File: config.mk
export PLATFORM = sky130hd
export DESIGN_NAME = ompss_acc_cmd_handler
export DESIGN_NICKNAME = d
export VERILOG_FILES = /design/src/rtl/ompss_cmd_pkg.sv /design/src/rtl/ompss_arg_buffer.sv /design/src/rtl/ompss_acc_cmd_handler.sv
export SDC_FILE = /design/constraint.sdc
export NUM_CORES = 1
export LEC_CHECK = 0
export CAP_MARGIN = 20
export CORE_MARGIN = 1
export CORE_UTILIZATION = 40
export DETAILED_ROUTE_END_ITERATION = 8
export GPL_TIMING_DRIVEN = 0
export PLACE_DENSITY_LB_ADDON = 0.2
export SETUP_SLACK_MARGIN = 0.4
export SYNTH_ARGS = -nofsm -noshare
export SYNTH_HDL_FRONTEND = slang
export SYNTH_HIERARCHICAL = 1
export SYNTH_SLANG_ARGS = --single-unit
File: constraint.sdc
create_clock -name aclk -period 14.6 [get_ports aclk]
set_clock_uncertainty 0.05 [all_clocks]
set_input_delay 1.46 -clock aclk [delete_from_list [all_inputs] [get_ports aclk]]
set_output_delay 1.46 -clock aclk [all_outputs]
set_load 0.01 [all_outputs]
File: src/rtl/ompss_cmd_pkg.sv
// Shared command-protocol constants and FSM state type for the OmpSs
// accelerator command handler.
package ompss_cmd_pkg;

  localparam logic [7:0] CMD_EXEC_TASK   = 8'h01;
  localparam logic [7:0] CMD_FINISH_TASK = 8'h03;

  localparam int HDR_CODE_LSB  = 0;
  localparam int HDR_NARGS_LSB = 8;
  localparam int HDR_ACCID_LSB = 8;

  typedef enum logic [3:0] {
    ST_IDLE,
    ST_TID,
    ST_PID,
    ST_ARGS,
    ST_DRAIN,
    ST_RUN,
    ST_FIN0,
    ST_FIN1,
    ST_FIN2
  } state_e;

endpackage

File: src/rtl/ompss_arg_buffer.sv
// Task argument register file: one synchronous write port, one
// combinational read port. Contents are deliberately not reset.
module ompss_arg_buffer #(
  parameter int MAX_ARGS = 15
) (
  input  logic        clk_i,
  input  logic        wr_en_i,
  input  logic [7:0]  wr_idx_i,
  input  logic [63:0] wr_data_i,
  input  logic [7:0]  rd_idx_i,
  output logic [63:0] rd_data_o
);

  localparam int AW = (MAX_ARGS > 1) ? $clog2(MAX_ARGS) : 1;

  logic [63:0] mem_q [MAX_ARGS];

  always_ff @(posedge clk_i) begin
    if (wr_en_i && (wr_idx_i < 8'(MAX_ARGS))) begin
      mem_q[wr_idx_i[AW-1:0]] <= wr_data_i;
    end
  end

  // Out-of-range reads return zero rather than aliasing a stored entry.
  assign rd_data_o = (rd_idx_i < 8'(MAX_ARGS)) ? mem_q[rd_idx_i[AW-1:0]] : 64'd0;

endmodule

File: src/rtl/ompss_acc_cmd_handler.sv
// Accelerator-side command endpoint: parses execute-task packets, buffers
// arguments, launches the core and returns a 3-word finish packet.
module ompss_acc_cmd_handler
  import ompss_cmd_pkg::*;
#(
  parameter int ACC_ID   = 0,
  parameter int MAX_ACCS = 16,
  parameter int MAX_ARGS = 15,
  localparam int TID_W   = (MAX_ACCS > 1) ? $clog2(MAX_ACCS) : 1
) (
  input  logic             aclk,
  input  logic             aresetn,
  input  logic             cmdin_in_tvalid,
  output logic             cmdin_in_tready,
  input  logic [63:0]      cmdin_in_tdata,
  input  logic             cmdin_in_tlast,
  output logic             cmdout_out_tvalid,
  input  logic             cmdout_out_tready,
  output logic [TID_W-1:0] cmdout_out_tid,
  output logic [63:0]      cmdout_out_tdata,
  output logic             task_start,
  input  logic             task_done,
  output logic [63:0]      task_id,
  output logic [7:0]       task_nargs,
  input  logic [7:0]       arg_rd_idx,
  output logic [63:0]      arg_rd_data,
  output logic [2:0]       err_flags
);

  state_e      state_q, state_d;
  logic [7:0]  nargs_q, nargs_d;
  logic [7:0]  cnt_q, cnt_d;
  logic [63:0] tid_q, tid_d;
  logic [63:0] pid_q, pid_d;
  logic [7:0]  task_nargs_q, task_nargs_d;
  logic [2:0]  err_q, err_d;
  logic        start_q, start_d;
  logic        drain_to_run_q, drain_to_run_d;

  logic        in_hs;
  logic        out_hs;
  logic        buf_we;
  logic [7:0]  hdr_code;
  logic [7:0]  hdr_nargs;

  assign cmdin_in_tready   = state_q inside {ST_IDLE, ST_TID, ST_PID, ST_ARGS, ST_DRAIN};
  assign cmdout_out_tvalid = state_q inside {ST_FIN0, ST_FIN1, ST_FIN2};
  assign in_hs             = cmdin_in_tvalid & cmdin_in_tready;
  assign out_hs            = cmdout_out_tvalid & cmdout_out_tready;
  assign hdr_code          = cmdin_in_tdata[HDR_CODE_LSB +: 8];
  assign hdr_nargs         = cmdin_in_tdata[HDR_NARGS_LSB +: 8];

  assign cmdout_out_tid = TID_W'(ACC_ID);
  assign task_start     = start_q;
  assign task_id        = tid_q;
  assign task_nargs     = task_nargs_q;
  assign err_flags      = err_q;

  always_ff @(posedge aclk or negedge aresetn) begin
    if (!aresetn) begin
      state_q        <= ST_IDLE;
      nargs_q        <= 8'd0;
      cnt_q          <= 8'd0;
      tid_q          <= 64'd0;
      pid_q          <= 64'd0;
      task_nargs_q   <= 8'd0;
      err_q          <= 3'b000;
      start_q        <= 1'b0;
      drain_to_run_q <= 1'b0;
    end else begin
      state_q        <= state_d;
      nargs_q        <= nargs_d;
      cnt_q          <= cnt_d;
      tid_q          <= tid_d;
      pid_q          <= pid_d;
      task_nargs_q   <= task_nargs_d;
      err_q          <= err_d;
      start_q        <= start_d;
      drain_to_run_q <= drain_to_run_d;
    end
  end

  always_comb begin
    state_d          = state_q;
    nargs_d          = nargs_q;
    cnt_d            = cnt_q;
    tid_d            = tid_q;
    pid_d            = pid_q;
    task_nargs_d     = task_nargs_q;
    err_d            = err_q;
    start_d          = 1'b0;
    drain_to_run_d   = drain_to_run_q;
    buf_we           = 1'b0;
    cmdout_out_tdata = 64'd0;

    unique case (state_q)
      ST_IDLE: begin
        if (in_hs) begin
          if (hdr_code == CMD_EXEC_TASK) begin
            nargs_d      = hdr_nargs;
            task_nargs_d = 8'd0;
            if (cmdin_in_tlast) begin
              err_d[2] = 1'b1;
            end else begin
              state_d = ST_TID;
            end
          end else begin
            err_d[0]       = 1'b1;
            drain_to_run_d = 1'b0;
            if (!cmdin_in_tlast) state_d = ST_DRAIN;
          end
        end
      end

      ST_TID: begin
        if (in_hs) begin
          tid_d = cmdin_in_tdata;
          if (cmdin_in_tlast) begin
            err_d[2] = 1'b1;
            state_d  = ST_IDLE;
          end else begin
            state_d = ST_PID;
          end
        end
      end

      ST_PID: begin
        if (in_hs) begin
          pid_d = cmdin_in_tdata;
          cnt_d = 8'd0;
          if (nargs_q == 8'd0) begin
            if (cmdin_in_tlast) begin
              state_d = ST_RUN;
              start_d = 1'b1;
            end else begin
              drain_to_run_d = 1'b1;
              state_d        = ST_DRAIN;
            end
          end else if (cmdin_in_tlast) begin
            err_d[2] = 1'b1;
            state_d  = ST_IDLE;
          end else begin
            state_d = ST_ARGS;
          end
        end
      end

      // Arguments past the buffer depth are consumed but dropped.
      ST_ARGS: begin
        if (in_hs) begin
          cnt_d = cnt_q + 8'd1;
          if (cnt_q < 8'(MAX_ARGS)) begin
            buf_we       = 1'b1;
            task_nargs_d = cnt_q + 8'd1;
          end else begin
            err_d[1] = 1'b1;
          end
          if (cnt_q == nargs_q - 8'd1) begin
            if (cmdin_in_tlast) begin
              state_d = ST_RUN;
              start_d = 1'b1;
            end else begin
              drain_to_run_d = 1'b1;
              state_d        = ST_DRAIN;
            end
          end else if (cmdin_in_tlast) begin
            err_d[2] = 1'b1;
            state_d  = ST_IDLE;
          end
        end
      end

      ST_DRAIN: begin
        if (in_hs && cmdin_in_tlast) begin
          if (drain_to_run_q) begin
            state_d = ST_RUN;
            start_d = 1'b1;
          end else begin
            state_d = ST_IDLE;
          end
        end
      end

      ST_RUN: begin
        if (task_done) state_d = ST_FIN0;
      end

      ST_FIN0: begin
        cmdout_out_tdata = {48'd0, 8'(ACC_ID), CMD_FINISH_TASK};
        if (out_hs) state_d = ST_FIN1;
      end

      ST_FIN1: begin
        cmdout_out_tdata = tid_q;
        if (out_hs) state_d = ST_FIN2;
      end

      ST_FIN2: begin
        cmdout_out_tdata = pid_q;
        if (out_hs) state_d = ST_IDLE;
      end

      default: state_d = ST_IDLE;
    endcase
  end

  ompss_arg_buffer #(
    .MAX_ARGS (MAX_ARGS)
  ) u_arg_buffer (
    .clk_i     (aclk),
    .wr_en_i   (buf_we),
    .wr_idx_i  (cnt_q),
    .wr_data_i (cmdin_in_tdata),
    .rd_idx_i  (arg_rd_idx),
    .rd_data_o (arg_rd_data)
  );

endmodule

# Word level (Yosys, flattened, before mapping)
# Memories as Yosys holds them, arrays and structs flattened.
# Cells that the tools add are included.
classes:
  add_sub_neg: 2
  n_mul: 0
  shift: 0
  div_mod_pow: 0
  muxes: 61
  bitwise_logic: 4
  eq_ne: 28
  n_reduce_logical: 20
  magnitude_cmp: 2
ops:
  columns: ["op", "n"]
  rows:
  - ["64-bit one-hot mux with 3 select lines", 1]
  - ["64-bit two-way mux", 1]
  - ["4-bit two-way mux", 15]
  - ["8-bit two-way mux", 6]
  - ["4-bit one-hot mux with 9 select lines", 1]
  - ["8-bit one-hot mux with 2 select lines", 2]
  - ["1-bit two-way mux", 28]
  - ["2-bit inequality test, second input constant", 12]
  - ["4-bit by 3-bit == test with 1-bit output, second input constant", 4]
  - ["8-bit by 4-bit less-than comparator with 1-bit output, second input constant", 2]
  - ["3-bit AND reduction", 4]
  - ["11-bit AND reduction", 1]
  - ["2-bit by 1-bit inequality test with 1-bit output, second input constant", 5]
  - ["8-bit by 1-bit adder with 8-bit output, second input constant", 1]
  - ["4-bit by 2-bit == test with 1-bit output, second input constant", 2]
  - ["8-bit by 1-bit == test with 1-bit output, second input constant", 1]
  - ["8-bit == test", 1]
  - ["8-bit zero test", 1]
  - ["8-bit AND reduction", 1]
  - ["8-bit by 1-bit subtractor with 8-bit output, second input constant", 1]
  - ["7-bit AND reduction", 1]
  - ["2-bit two-way mux", 3]
  - ["1-bit one-hot mux with 3 select lines", 2]
  - ["3-bit nonzero test", 2]
  - ["14 further kinds", 19]
totals:
  memories: 1
  mem_bits_ro: 0
  output_inout_bits: 210
  mem_bits_rw: 960
  latch_bits: 0
  elab_cells: 129
  register_bits: 161
memory_table:
  columns: ["name", "depth", "word_bits", "read_ports", "rd_clocked_by_memory_dff", "wr", "line", "source"]
  rows:
  - ["u_arg_buffer.mem_q", 15, 64, 1, 0, 1, "ompss_arg_buffer.sv:16", "logic [63:0] mem_q [MAX_ARGS];"]

# Longest topological paths before layout
# Gate-level depths: netlist (run 1).
depth:
  ltp_word: 8
  mapped_depth: 9

# Cells and area by module
# The synthesis (run 1) kept the hierarchy.
modules_own_cells:
  columns: ["mod", "instances", "seq_area_each_um2", "area_per_inst_um2", "cells_each"]
  rows:
  - ["ompss_arg_buffer", 1, 28827.6, 37582.3, 1599]
  - ["ompss_acc_cmd_handler", 1, 4028.9, 7347.0, 557]

# Worst setup path before layout (run 1)
# OpenSTA, ideal clock, no wires.
synth_timing:
  path_kind: "input -> register"
  from: "input port cmdin_in_tvalid"
  to: "memory u_arg_buffer.mem_q[0][0], enable pin"
  n_path_buf: 1
  t_arrival_ns: 7.163
  required_ns: 13.985
  path_stages: 6
  setup_time_ns: 0.565
  path_slack_ns: 6.822
  cell_sequence: "buf_4 -> nand2_1 -> nor3_1 -> nor4b_1 -> or4b_1 -> nor3_1"
synth_between:
  elab_chain_cells: 6
synth_rtl:
  columns: ["element", "line", "source"]
  rows:
  - ["from (decl)", "ompss_acc_cmd_handler.sv:13", "input logic cmdin_in_tvalid,"]
  - ["1-bit AND", "ompss_acc_cmd_handler.sv:48", "assign in_hs = cmdin_in_tvalid & cmdin_in_tready;"]
  - ["1-bit two-way mux", "ompss_acc_cmd_handler.sv:150", "if (in_hs) begin"]
  - ["1-bit two-way mux", "ompss_acc_cmd_handler.sv:96", "unique case (state_q)"]
  - ["via buf_we", "ompss_acc_cmd_handler.sv:42", "logic buf_we;"]
  - ["1-bit logical AND", "ompss_arg_buffer.sv:19", "if (wr_en_i && (wr_idx_i < 8'(MAX_ARGS))) begin"]
  - ["1-bit two-way mux", "ompss_arg_buffer.sv:19", null]
  - ["1-bit two-way mux (not written as such)", "ompss_arg_buffer.sv:20", "mem_q[wr_idx_i[AW-1:0]] <= wr_data_i;"]
  - ["to (decl)", "ompss_arg_buffer.sv:16", null]
# The timed path passes the listed nets, and every way through them passes these cells.

# Final worst setup path (run 1)
layout_timing:
  from: "input port arg_rd_idx[7]"
  to: "output port arg_rd_data[10]"
layout_between:
  elab_chain_cells: 2
layout_rtl:
  columns: ["element", "line", "source"]
  rows:
  - ["from (decl)", "ompss_acc_cmd_handler.sv:25", "input logic [7:0] arg_rd_idx,"]
  - ["8-bit by 4-bit less-than comparator with 1-bit output", "ompss_arg_buffer.sv:25", "assign rd_data_o = (rd_idx_i < 8'(MAX_ARGS)) ? mem_q[rd_idx_i[AW-1:0]] : 64'd0;"]
  - ["64-bit two-way mux", "ompss_arg_buffer.sv:25", null]
  - ["to (decl)", "ompss_acc_cmd_handler.sv:26", "output logic [63:0] arg_rd_data,"]
# Every way passes these cells.

==> summary.md, run 1 <==
| Metric | Value |
|---|---|
| Register area | 32900 um2 |
| Routed len/inst | about 28 um |
| Setup bufs post-CTS | 0 |
| Port Buffers | 280 |
| Top-area cell type share of the netlist area | ~64% |
| Cell accounting for the most synthesized area | edfxtp_1 |
| Syn_area_per_cell | roughly 21 um2 |
| Worst r2r src | state_q[0]$_DFFE_PN0P_ |
| Post-DRT Antenna Nets | 0 |
| Sequential share of the synthesized area | between 70% and 80% |
| Area grow syn2layout | 21.9% |
| Reg-to-reg slack, setup | around 10000 ps |
| Worst-Margin Slew | around 1200 ps |
| Post-layout util | about half |
| Pleak | 18.7 nW |
| Max Clk Rate | approximately 150 MHz |
| Total GRT Usage | around a fifth |
| Share of layout cells above drive strength 1 | 29.6% |
| Critical Path Sink | arg_rd_data[10] |
| CTS tree | done |
| Worst hold path type | reg -> reg |
| Fin area | between 50000 and 60000 um2 |
| Max clock buf depth | 3 |
| PD cells | between 100 and 150 nW/um2 |
| Worst setup path class | in -> out |
| Mapped Area | about 45000 um2 |
| CP delay by family, top | buffers and inverters |
| Clk sink count | between 1000 and 1500 |
| Max FO, Critical Path | 10 |
| Synth cell types | 64 |
| Startpoint types | primary input |
| CP max-delay cell | nor4_1 |
| Slowest Stage Delay on Critical Path | between 700 and 800 ps |
| Chip Height | about 340 um |
| Area after DPL | 51000 um2 |
| Initial antenna violation count | 4 |
| Fin crit period | a little under 7000 ps |
| Multi-input gate area | between 10000 and 15000 um2 |
| H-tree depth | 3 |
| Status | finished clean |
| Most frequent cells after synthesis | edfxtp_1, mux2_2, mux4_2, dfrtp_1, clkbuf_1 |
| Final period util | around 46% |
| First-pass GRT wire length | roughly 170000 um |
| Reg-to-reg critical path endpoint | u_arg_buffer/mem_q[0][33]$_DFFE_PP_ |
| Slew HR | a little under a quarter |
| Ports | 288 |
| Slew Limit Fails | 0 |
| Crit path DAT | about 5200 ps |
| Fin nets | roughly 2700 |
| Top-count cell post-synth | edfxtp_1 |
| Cells after Synth | between 2000 and 2500 |
| Mux contribution to synthesized area | ~19% |
| Clk Latency, worst-skew pair | between 600 and 700 ps |
| Avg Vias per Cell | 5.51 |
| Async SR Flop Fraction | approximately 14% |
| Core footprint | between 100000 and 150000 um2 |
| Reg2reg path depth | 12 |
| Worst-path cell chain | clkdlybuf4s50_1, nor4_1, and3_1, clkbuf_1, buf_8, clkbuf_1, a221o_1, clkdlybuf4s50_1 |
| Fillers | about 9000 |
| Gpl congestion | just under 0.8 |
| Max_cap viols | 0 |
| Maximum VDD drop | 0.112 mV |
| Placed insts | around 4000 |
| Number of cells on the critical path | 8 |
| DR pass1 iterations | 5 |
| Simple-Gate Fraction of Synth Area | between 2 and 3% |
| Synth Register Bits | 1121 |
| Synth Area in Adders | 0.111% |
| Final hold vios | 0 |
| Setup TNS | 0 ps |
| Die ar. | 114000 um2 |
| Total gr overflow | 0 |
| Post-CTS Hold Fix Bufs | 0 |
| Worst setup EP type | output pin |
| Initial core utilization | 40.5% |
| Post-synth EDFFs | 960 |
| XOR/XNOR Fraction of Synth Area | less than 1% |
| Crit path launch | arg_rd_idx[7] |
| Setup Viol. Count Final | 0 |
| HPWL Detailed | around 81000 um |
| RSZ-0062 raised after global routing | no |
| Largest family of logic cells by synthesized area | multiplexers |
| CP bufs+invs | 5 |
| Number of CTS-inserted buffers | around 120 |
| Number of global-route vias before repair | between 20000 and 25000 |
| Reg clk slew, reported paths | approximately 60 ps |
| Pwr Total | between 7 and 8 mW |
| Top post-synthesis cells by area | edfxtp_1, mux4_2, dfrtp_1, mux2_2, mux2_4 |
| Required @ worst endpoint | about 13000 ps |
| DR vias | approximately 23000 |
| # resized after CTS | 0 |
| Detailed Route WL | 118000 um |
| Die Span X | roughly 340 um |
| Largest net degree at the start of global routing | 86 |
| Drt initial violations | approximately 2000 |
| Compound-Gate Fraction of Synth Area | 3.29% |
| Top FF cell, synth | edfxtp_1 |
| Yosys Warn Count | 6 |
| Root Buffer Master | clkbuf_16 |
| Non-filler cells, final | approximately 4200 |
| FP Rows | between 100 and 150 |
| DRC Markers | 0 |
[state kept, by name, summed over array words and instances, names as in the netlist]
name                count
u_arg_buffer/mem_q    960
pid_q                  64
task_id                64
cnt_q                   8
nargs_q                 8
task_nargs              8
state_q                 4
err_flags               3
drain_to_run_q          1
task_start              1
[power by group]
part           total [mW]  internal [mW]  switching (mW)
registers            3.80           3.67           0.131
logic               0.893          0.480           0.413
clock network        2.93           1.71            1.23
total                7.62           5.85            1.77
[layer usage]
metal | part of all wire, % | track usage [%] | wire [um] | vias up
li1 | - | - | - | 9896
met1 | 43 | 28.5 | 50600 | 12500
met2 | 49 | 34.8 | 58500 | 709
met5 | 0.019 | 0 | 23 | -
met3 | 5.9 | 3.69 | 7030 | 136
met4 | 1.9 | 5.11 | 2270 | 4
[worst min path at each step]
| stage | startpoint | endpoint | slack [ps] | cells past startpoint |
|---|---|---|---|---|
| after detailed placement | err_flags[2]$_DFFE_PN0P_ | err_flags[2]$_DFFE_PN0P_ | 430 | 1 |
| after CTS | err_flags[2]$_DFFE_PN0P_ | err_flags[2]$_DFFE_PN0P_ | 450 | 1 |
| after global routing | err_flags[2]$_DFFE_PN0P_ | err_flags[2]$_DFFE_PN0P_ | 450 | 1 |
| after floorplan | pid_q[0]$_DFFE_PN0P_ | pid_q[0]$_DFFE_PN0P_ | 430 | 1 |
| final | err_flags[2]$_DFFE_PN0P_ | err_flags[2]$_DFFE_PN0P_ | 440 | 1 |
| after global placement | task_nargs[7]$_DFFE_PN0P_ | task_nargs[7]$_DFFE_PN0P_ | 420 | 1 |
[cell usage in the layout (no fill, tap or decap), drive strengths merged, types with 3 or more instances in the layout]
master,n
and4b,64
nor4,5
a21oi,7
xor2,5
xnor2,8
diode,5
o21ai,19
nand3,14
and2,3
clkinv,53
nor2,32
and3,7
a221o,64
inv,10
clkdlybuf4s50,279
nor3,11
edfxtp,960
nand2,22
a22o,62
and2b,6
clkbuf,218
conb,4
ha,4
o31ai,3
buf,136
mux4,192
clkinvlp,4
mux2,332
bufinv,12
dfrtp,161
[through the flow]
| step | setup WS, ps | hold slack (ps) |
|---|---|---|
| after floorplan | 6820 | 429 |
| after global placement | 981 | 422 |
| after detailed placement | 7970 | 432 |
| after CTS | 7950 | 445 |
| after global routing | 7830 | 455 |
| final | 7860 | 436 |
[cell type report]
class	instances	share of cell area, %
diodes	5	0.0228
multi-input cells	896	20.8
repair buffers	352	7.41
inverters	6	0.0411
plain buffers	136	1.39
clock inverters	73	1.27
flip-flops and latches	1121	60.0
well taps	1488	3.40
clock buffers	145	5.63
[logic make-up after synthesis]
logic type	count (synthesis)
other	1
AOI/OAI and AO/OA	171
adders and majority gates	4
DFF	1121
buffers and inverters	142
muxes	526
xor gates and xnor gates	13
and+or+nand+nor	178
Note: power is estimated with default switching activity, not from simulation.
==> run 2, diff against run 1 <==
clock period = 6.76 ns   (was 14.6 ns; I/O delays follow)
==> run 2 against run 1 <==
- power rose by 120%
- critical path depth unchanged
- highest routed layer is now met4
- via count rose by 0.92%
- clock power is 110% higher
- final area is the same
- wire length decreased by 0.24%
- clock-buffer cell count is 5 higher
- cell count down 0.45%
- sequential share of layout area unchanged
- largest cell class unchanged
- combinational power grew 120%
==> summary.md, run 2 (same netlist as run 1, synthesis figures left out) <==
| Metric | Value |
|---|---|
| Status | finished clean |
| Largest net degree at the start of global routing | approximately 110 |
| Final hold vios | 0 |
| Crit path DAT | 4290 ps |
| Die ar. | roughly 110000 um2 |
| Detailed Route WL | ~120000 um |
| PD cells | ~300 nW/um2 |
| Max FO, Critical Path | 10 |
| Pwr Total | roughly 16 mW |
| Required @ worst endpoint | around 6000 ps |
| Worst setup path class | in -> out |
| CP delay by family, top | buffers and inverters |
| Avg Vias per Cell | approximately 5.6 |
| Total gr overflow | 0 |
| Post-DRT Antenna Nets | 0 |
| DRC Markers | 0 |
| Reg clk slew, reported paths | 60 ps |
| Area grow syn2layout | 21.9% |
| Commonest non-fill, non-tap cell in the layout | edfxtp_1 |
| FP Rows | approximately 120 |
| Worst-Margin Slew | around 1100 ps |
| Max_cap viols | 0 |
| Maximum VDD drop | 0.248 mV |
| Total GRT Usage | between 20% and 30% |
| Root Buffer Master | clkbuf_16 |
| Pleak | approximately 19 nW |
| CP max-delay cell | nor4_1 |
| Slowest Stage Delay on Critical Path | around 730 ps |
| DR vias | 23500 |
| Gpl congestion | between 0.7 and 0.8 |
| Worst-path cell chain | clkdlybuf4s50_1, nor4_1, nor3b_1, clkbuf_1, buf_16, clkbuf_1, a221o_1, clkdlybuf4s50_1 |
| Fin nets | between 2000 and 3000 |
| HPWL Detailed | just under 80000 um |
| Initial core utilization | 40.5% |
| Slew HR | ~29% |
| Max reg flops | 960 |
| Share of layout cells above drive strength 1 | between 20 and 30% |
| Drt initial violations | 2299 |
| First-pass GRT wire length | between 150000 and 200000 um |
| Die Span X | approximately 340 um |
| Most frequent cells in the layout | edfxtp_1, clkdlybuf4s50_1, mux2_2 |
| Clk Latency, worst-skew pair | ~700 ps |
| Fin crit period | roughly 5000 ps |
| Number of CTS-inserted buffers | 117 |
| Ports | 288 |
| Routed len/inst | 28.1 um |
| Startpoint types | primary input |
| Post-layout util | 49.3% |
| Number of global-route vias before repair | 24400 |
| Slew Limit Fails | 0 |
| CTS tree | done |
| Clk sink count | roughly 1100 |
| Setup Viol. Count Final | 0 |
| Initial antenna violation count | 3 |
| Max clock buf depth | 3 |
| RSZ-0062 raised after global routing | no |
| Port Buffers | between 200 and 300 |
| Max Clk Rate | ~200 MHz |
| DR pass1 iterations | 5 |
| Worst setup EP type | output pin |
| Core footprint | between 100000 and 150000 um2 |
| Chip Height | roughly 340 um |
| CP bufs+invs | 5 |
| Worst hold path type | in -> reg |
| H-tree depth | 3 |
| Final period util | between 70 and 80% |
==> run 2: changes by cell type in the layout (fill, tap and decap cells not counted), sizes merged <==
| cell | previous run | this run |
|---|---|---|
| buf | 136 | 122 |
| clkinv | 53 | 47 |
| clkbuf | 218 | 223 |
| bufinv | 12 | 9 |
| diode | 5 | 2 |
| clkinvlp | 4 | 5 |
| dlygate4sd3 | 0 | 1 |
==> run 2: metal layers <==
| metal | wire length (um) | vias up | GRT usage [%] |
|---|---|---|---|
| met1 | 51000 | 12600 | 29.3 |
| met5 | 0 | - | 0 |
| li1 | - | 9911 | - |
| met2 | 57200 | 769 | 33.8 |
| met3 | 7010 | 156 | 3.42 |
| met4 | 2900 | 0 | 5.85 |
==> run 2: path summary, 6_finish.rpt <==
check / start / end / slack, ps / depth (start not counted)
max in group asynchronous: aresetn / task_id[47]$_DFFE_PN0P_ / 5160 / 3
min in group asynchronous: aresetn / task_id[14]$_DFFE_PN0P_ / 450 / 2
min reg2reg: err_flags[1]$_DFFE_PN0P_ / err_flags[1]$_DFFE_PN0P_ / 430 / 1
max reg2reg: state_q[0]$_DFFE_PN0P_ / u_arg_buffer/mem_q[2][48]$_DFFE_PP_ / 2110 / 11
min: cmdin_in_tvalid / cnt_q[4]$_DFFE_PN0P_ / 260 / 3
max: arg_rd_idx[7] / arg_rd_data[13] / 1750 / 8
==> run 2: stage by stage <==
stage          area [um2]  cells  hold WS [ps]  setup slack (ps)  TNS (ps)
3_5_place_dp        51000   3985           407              1720         0
2_1_floorplan       45000   2159           330              1330         0
5_1_grt             54800   4201           243              1490         0
4_1_cts             54800   4201           215              1710         0
6_report            54800   4203           255              1750         0
3_3_place_gp        49600   3927           407             -2670  -2290640
==> run 2: worst register-to-register path, cell delays in order, from the launching register on <==
cell and delay (ps):
dfrtp_1 320, buf_2 200, nand2_1 150, nor3_2 500
nand2_1 220, nor3_1 220, nor4b_1 590, nand4bb_1 540
nor3_4 880, buf_8 290, buf_8 190, buf_16 180
==> run 2: where the power goes <==
part	leakage [nW]	switching, mW	internal [mW]
clock network	1.85	2.63	3.66
logic	6.15	0.892	1.04
registers	10.6	0.273	7.92
total	18.6	3.80	12.6
==> run 2: repair_timing <==
action,CTS,global route
hold buffers,1,0
resized for setup,0,0
buffers inserted,0,0
hold endpoints to repair,56,0
==> run 2: cell type report <==
class,instances,area (um2)
Antenna cell,2,5.00
Buffer,136,759
Clock buffer,150,3190
Clock inverter,65,579
Fill cell,9042,56200
Inverter,6,22.5
Multi-Input combinational cell,896,11400
Sequential cell,1121,32900
Tap cell,1488,1860
Timing Repair Buffer,339,4050
==> run 3, diff against run 2 <==
clock period = 5.1 ns   (was 6.76 ns; I/O delays follow)
==> run 3 against run 2 <==
- cell count up 0.38%
- global-route usage is 0.28 points higher
- register-to-register slack worse by 1500 ps
- via count is 0.25% lower
- critical path type unchanged
- critical endpoint is now arg_rd_data[35]
- highest routed layer is now met5
==> summary.md, run 3 (same netlist as run 1, synthesis figures left out) <==
| Metric | Value |
|---|---|
| Required @ worst endpoint | 4540 ps |
| Status | finished clean |
| Final period util | 90.5% |
| Worst-Margin Slew | approximately 1100 ps |
| Startpoint types | primary input |
| Die ar. | 114000 um2 |
| Crit path DAT | between 4000 and 5000 ps |
| Maximum VDD drop | around 0.29 mV |
| Slew HR | a little under a quarter |
| Fin area | about 55000 um2 |
| Hold WS | ~89 ps |
| Non-filler cells, final | between 4000 and 5000 |
| Detailed Route WL | approximately 120000 um |
| CTS tree | done |
| Post-DRT Antenna Nets | 0 |
| Setup TNS | 0 ps |
| HPWL Detailed | approximately 80000 um |
| Area grow syn2layout | 22.1% |
| Initial core utilization | between 40% and 50% |
| Max reg flops | 960 |
| Worst setup EP type | output pin |
| Routed len/inst | 28.3 um |
| Clk sink count | between 1000 and 1500 |
| Number of global-route vias before repair | approximately 24000 |
| Max clock buf depth | 3 |
| Root Buffer Master | clkbuf_16 |
| Fin crit period | 4620 ps |
| Pwr Total | between 20 and 25 mW |
| Worst setup path class | in -> out |
| Gpl congestion | 0.781 |
| DR vias | approximately 23000 |
| Post-layout util | around half |
| Commonest non-fill, non-tap cell in the layout | edfxtp_1 |
| Total gr overflow | 0 |
| Avg Vias per Cell | roughly 5.6 |
| Largest net degree at the start of global routing | 92 |
| Drt initial violations | around 2000 |
| Area after DPL | between 50000 and 60000 um2 |
| FP Rows | about 120 |
| Share of layout cells above drive strength 1 | between 20 and 30% |
| Die Span X | 337 um |
| Ports | 288 |
| Max Clk Rate | 217 MHz |
| Initial antenna violation count | 8 |
| Max_cap viols | 0 |
| First-pass GRT wire length | about 170000 um |
| Final WS setup | between 400 and 500 ps |
| PD cells | 393 nW/um2 |
| Worst hold path type | in -> reg |
| Total GRT Usage | 21.2% |
| RSZ-0062 raised after global routing | yes |
| Most frequent cells in the layout | edfxtp_1, clkdlybuf4s50_1, mux2_2 |
| H-tree depth | 3 |
| Number of CTS-inserted buffers | approximately 120 |
| Max FO, Critical Path | 10 |
| Port Buffers | 280 |
| DRC Markers | 0 |
| Setup Viol. Count Final | 0 |
| Slew Limit Fails | 0 |
| Clk Latency, worst-skew pair | around 700 ps |
| Core footprint | approximately 110000 um2 |
| Placed insts | roughly 4000 |
| Pleak | around 19 nW |
| Reg clk slew, reported paths | approximately 60 ps |
| Pre-CTS WS | roughly 440 ps |
| DR pass1 iterations | 5 |
| Final hold vios | 0 |
| Fin nets | 2717 |
| Chip Height | 337 um |
## run 3: critical path: stages
cell	delay, ps
clkdlybuf4s50_1	590
clkbuf_1	830
clkbuf_1	770
mux4_2	440
a221o_1	370
clkdlybuf4s50_1	520
## run 3: per-layer routing
layer	routed length, um	vias to the layer above	track usage [%]
met4	1990	4	4.65
met3	7180	135	3.76
li1	-	9903	-
met5	27	-	0
met2	59600	707	35.5
met1	50800	12700	28.9
## run 3: power by group
part	switching [mW]	internal (mW)	leakage, nW	total [mW]
Clock	3.42	4.69	1.75	8.10
Sequential	0.368	10.5	10.6	10.9
Combinational	1.19	1.37	6.29	2.56
## run 3: final cells by class
class                           count  area (um2)
Tap cell                         1488        1860
Timing Repair Buffer              359        4280
Clock buffer                      171        3290
Buffer                            136         769
Multi-Input combinational cell    896       11400
Clock inverter                     39         322
Sequential cell                  1121       32900
Inverter                            6        22.5
Antenna cell                        3        7.51
Fill cell                        8955       56100
## run 3: timing repair
action | in CTS | in global routing
setup buffers | 0 | 17
resized for setup | 1 | 7
hold buffers | 1 | 0
setup endpoints to repair | 2 | 133
hold endpoints to repair | 70 | 0
pin swaps | 0 | 5
## run 3: path summary, 6_finish.rpt
| kind | slack, ps | from | endpoint | cells past startpoint |
|---|---|---|---|---|
| max reg2reg | 590 | state_q[1]$_DFFE_PN0P_ | u_arg_buffer/mem_q[9][33]$_DFFE_PP_ | 10 |
| max in group asynchronous | 3720 | aresetn | pid_q[60]$_DFFE_PN0P_ | 3 |
| max | 480 | arg_rd_idx[2] | arg_rd_data[35] | 6 |
| min | 90 | cmdin_in_tvalid | cnt_q[5]$_DFFE_PN0P_ | 3 |
| min in group asynchronous | 320 | aresetn | task_id[17]$_DFFE_PN0P_ | 2 |
| min reg2reg | 430 | task_nargs[4]$_DFFE_PN0P_ | task_nargs[4]$_DFFE_PN0P_ | 1 |
==> RTL change 1: new RTL, config.mk and constraints of run 2 <==
Make the reset (`aresetn`) synchronous in one clocked block.
--- a/src/rtl/ompss_acc_cmd_handler.sv
+++ b/src/rtl/ompss_acc_cmd_handler.sv
@@ -56,7 +56,7 @@
   assign task_nargs     = task_nargs_q;
   assign err_flags      = err_q;
 
-  always_ff @(posedge aclk or negedge aresetn) begin
+  always_ff @(posedge aclk) begin
     if (!aresetn) begin
       state_q        <= ST_IDLE;
       nargs_q        <= 8'd0;
Check against the original RTL: differs if aresetn is asserted again (counterexample within 4 cycles, from zero or initial values and one cycle with aresetn low); with aresetn held inactive, the same outputs for 4 cycles.
==> RTL change 1 against run 2 <==
Count of clock-buffer cells in the layout down 2. Area after synthesis about the same. Final area up 0.29%. Sequential cell count unchanged. Register-to-register slack better by 0.22 ns. First-iteration DRC count up 5.7%. Routed wire length up 9.5%. Setup slack worse by 0.091 ns. Critical path depth down 2. Critical endpoint is now cmdout_out_tdata[37].
Power is not compared: it rests on default switching activity, and its combinational part moved more than twofold at a synthesized area within 25%.
==> RTL change 1: results <==
{
  "r2r_setup_slack_ns": 2.33,
  "regToRegStartpoint": "state_q[3]",
  "slowest_stage": "buf_1",
  "seq_area_frac_synth_pct": 71.4,
  "via_count": 25400,
  "use_met1_pct": 31.6,
  "synth_area_leaders": "edfxtp_1 (64%), mux4_2 (9.6%), dfxtp_1 (7.2%)",
  "synthArstFlopShare_pct": 0,
  "critPathKind": "reg2out",
  "cellLeakagePower_nw": 17.7,
  "grt_use_met3_pct": 4.79,
  "antenna_found_initial": 7,
  "netSwitchingPower_w": 0.00300,
  "dp_hpwl_um": 89300,
  "maxSlewHeadroom_pct": 18.1,
  "track_usage_pct": 22.8,
  "wl_met1_um": 55300,
  "drive_gt1_share_pct": 21.1,
  "final_cells": 4532,
  "grt_pass1_wl_um": 185000,
  "ir_drop_mv": 0.198,
  "grt_util_met2_pct": 36.9,
  "gp_congestion": 0.833,
  "ctsResizeCount": 0,
  "syn-mean-instance-area_um2": 18.1,
  "clk_path_buf_depth": 3,
  "grt_pass1_vias": 26200,
  "worstPathArrival_ns": 4.38,
  "drt_first_pass_iters": 5,
  "grt_max_degree": 23,
  "layout.nets": 3024,
  "wl_met3_um": 10000,
  "wl_per_cell_um": 28.6,
  "max_stage_delay_ns": 0.90,
  "highest_layer": "met4",
  "outcome": "finished clean",
  "wl_met2_um": 61700,
  "synth_edf_count": 960,
  "ys_top_cells_by_count": "edfxtp_1 (960), nand2_1 (274), mux4_2 (192), dfxtp_1 (161), a21boi_0 (131)",
  "endpoint": "cmdout_out_tdata[37]",
  "dp_cells": 4308
}
[RTL change 1: kinds of logic (layout without fill, tap and decap cells)]
logic type | Yosys count | after routing | share of synthesized area (%)
flops | 1121 | 1121 | 71.4
simple gates | 460 | 460 | 5.35
mux | 396 | 396 | 15.3
compound gates | 311 | 311 | 5.67
buf+inv | 176 | 738 | 1.98
xor+xnor | 9 | 9 | 0.176
fa+ha+maj | 4 | 4 | 0.111
other cells | 1 | 5 | 0.00835
[RTL change 1: cell type report]
class                           count  area, um2
Fill cell                        9149      56100
Sequential cell                  1121      32100
Multi-Input combinational cell   1184      12100
Timing Repair Buffer              345       4210
Clock buffer                      148       3030
Tap cell                         1488       1860
Buffer                            169        863
Clock inverter                     69        781
Inverter                            7       26.3
Antenna cell                        1       2.50
[RTL change 1: per-stage QoR]
stage	worst slack, ns	hold slack [ns]	setup TNS (ns)	area (um2)
final	1.66	0.332	0	54900
after floorplan	1.36	0.394	0	44900
after detailed placement	1.80	0.396	0	51000
after global placement	-2.81	0.396	-2156.79	49600
after global routing	1.60	0.345	0	54900
after CTS	1.68	0.306	0	54800
[RTL change 1: how the worst min path moves through the flow]
stage,from,to,slack [ns],cells after the start
after floorplan,pid_q[0],pid_q[0],0.39,2
after global placement,task_nargs[4],task_nargs[4],0.40,1
after detailed placement,task_nargs[4],task_nargs[4],0.40,1
after CTS,aresetn,pid_q[19],0.31,2
after global routing,aresetn,pid_q[19],0.35,2
final,aresetn,pid_q[19],0.33,2
[RTL change 1: worst max-delay path: cells and delay by family (launching register included)]
family | cells | cell delay (ns)
flip-flops | 1 | 0.49
buffers and inverters | 4 | 2.14
AND/OR/NAND/NOR | 1 | 0.60
AO/OA/AOI/OAI | 1 | 0.43
==> RTL change 2: new RTL, settings of run 2 <==
Made on the original files. Set the parameter `MAX_ACCS` to 32 (it was 16).
--- a/src/rtl/ompss_acc_cmd_handler.sv
+++ b/src/rtl/ompss_acc_cmd_handler.sv
@@ -4,7 +4,7 @@
   import ompss_cmd_pkg::*;
 #(
   parameter int ACC_ID   = 0,
-  parameter int MAX_ACCS = 16,
+  parameter int MAX_ACCS = 32,
   parameter int MAX_ARGS = 15,
   localparam int TID_W   = (MAX_ACCS > 1) ? $clog2(MAX_ACCS) : 1
 ) (
Interface: changed (resized cmdout_out_tid); port bits go from 288 to 289. No check against the original RTL was run, so the function may have changed too.
==> RTL change 2 against run 2 <==
Via count is 0.64% lower. Sequential cell count unchanged. Total power shrank 1.0%. Area after synthesis barely moved. Setup slack worse by 0.074 ns. Final area fell by 0.26%. Register-to-register slack improved by 0.19 ns. Clock power down 3%. Worst hold slack better by 0.039 ns. Routed wire length rose by 1.4%. Critical path type unchanged. Largest cell class unchanged. Highest routed layer unchanged.
==> RTL change 2: results <==
{
  "ir_drop_mv": 0.218,
  "switching_share_pct": 23.4,
  "grt_pass1_wl_um": 174000,
  "outcome": "finished clean",
  "vias_per_cell": 5.55,
  "worst_skew_pair.late_latency_ns": 0.68,
  "dp_hpwl_um": 80900,
  "wirelength_um": 120000,
  "drive_gt1_share_pct": 28.7,
  "drt_iter0_markers": 2122,
  "grt_pass1_vias": 24800,
  "drt_first_pass_iters": 5,
  "nFillCells": 9012,
  "clk_path_buf_depth": 3,
  "cellLeakagePower_nw": 18.6,
  "dp_cells": 3987,
  "endpoint": "arg_rd_data[6]",
  "synthArstFlopShare_pct": 14.4,
  "worstPathArrival_ns": 4.36,
  "layout.nets": 2702,
  "startpoint": "arg_rd_idx[7]",
  "via_count": 23300,
  "track_usage_pct": 21.3,
  "fin_crit_sh_pct": 75.2,
  "dp_slack_ns": 1.68,
  "r2r_end": "u_arg_buffer/mem_q[2][38]",
  "r2r_setup_slack_ns": 2.30,
  "seq_area_frac_synth_pct": 73.1,
  "syn-mean-instance-area_um2": 20.8,
  "grt_max_degree": 106,
  "gp_congestion": 0.766,
  "maxSlewHeadroom_pct": 33.0,
  "cts-buffers-inserted": 116,
  "synth_area_leaders": "edfxtp_1 (64%), mux4_2 (9.6%), dfrtp_1 (9.0%)",
  "port_buffers": 280,
  "ys_top_cells_by_count": "edfxtp_1 (960), mux2_2 (200), mux4_2 (192), dfrtp_1 (161), clkbuf_1 (72)",
  "postCtsHoldBufs": 1,
  "antenna_found_initial": 2
}
## RTL change 2: cell families (layout without fill, tap and decap cells)
| family | Yosys count | in the layout | share of synthesized area, % |
|---|---|---|---|
| flip-flops | 1121 | 1121 | 73.1 |
| other | 1 | 8 | 0.00835 |
| adder cells (fa/ha/maj) | 4 | 4 | 0.111 |
| AO/OA/AOI/OAI | 171 | 171 | 3.29 |
| multiplexers | 526 | 526 | 18.6 |
| XOR/XNOR | 13 | 13 | 0.253 |
| AND/OR/NAND/NOR | 178 | 178 | 2.88 |
| buffers and inverters | 143 | 698 | 1.76 |
## RTL change 2: layout make-up
cell class / instances / share of cell area, %
flip-flops and latches: 1121 / 60.2
multi-input cells: 897 / 20.9
repair buffers: 341 / 7.38
clock buffers: 147 / 5.75
well taps: 1488 / 3.41
plain buffers: 137 / 1.40
clock inverters: 67 / 0.898
inverters: 6 / 0.0412
diodes: 3 / 0.0137
## RTL change 2: worst min path at each step
stage                     from           end  slack (ns)  cells past startpoint
6_report       cmdin_in_tvalid  err_flags[1]        0.29                      2
5_1_grt        cmdin_in_tvalid  err_flags[1]        0.28                      2
4_1_cts        cmdin_in_tvalid  err_flags[1]        0.24                      2
3_5_place_dp      err_flags[0]  err_flags[0]        0.42                      1
3_3_place_gp      err_flags[1]  err_flags[1]        0.41                      1
2_1_floorplan          aresetn      cnt_q[0]        0.33                      0
## RTL change 2: layer usage
metal,vias to the layer above,track usage (%),routed length [um]
met4,0,5.46,2400
met3,153,3.71,7850
met1,12500,29.0,50200
met5,-,0,0
li1,9911,-,-
met2,790,35.3,59300
## RTL change 2: worst max-delay path, stage by stage
cell             delay (ns)
clkdlybuf4s50_1        0.40
nor4_1                 0.74
and3_1                 0.27
clkbuf_1               0.48
buf_8                  0.25
clkbuf_1               0.52
a221o_1                0.42
clkdlybuf4s50_1        0.60
## RTL change 2: power groups by stage
stage / sequential (W) / clock (W) / combinational, W
2_1_floorplan: 0.00835 / 0 / 0.000937
6_report: 0.00821 / 0.00612 / 0.00192
5_1_grt: 0.00826 / 0.00650 / 0.00206
4_1_cts: 0.00820 / 0.00625 / 0.00195
3_3_place_gp: 0.00832 / 0 / 0.00188
3_5_place_dp: 0.00834 / 0 / 0.00194
## RTL change 2: per-stage QoR
| stage | power (W) | area (um2) | util (%) |
|---|---|---|---|
| 2_1_floorplan | 0.00928 | 45000 | - |
| 3_3_place_gp | 0.0102 | 49600 | 44.7 |
| 3_5_place_dp | 0.0103 | 50900 | 45.9 |
| 4_1_cts | 0.0164 | 54600 | 49.2 |
| 5_1_grt | 0.0168 | 54600 | 49.2 |
| 6_report | 0.0163 | 54600 | 49.2 |
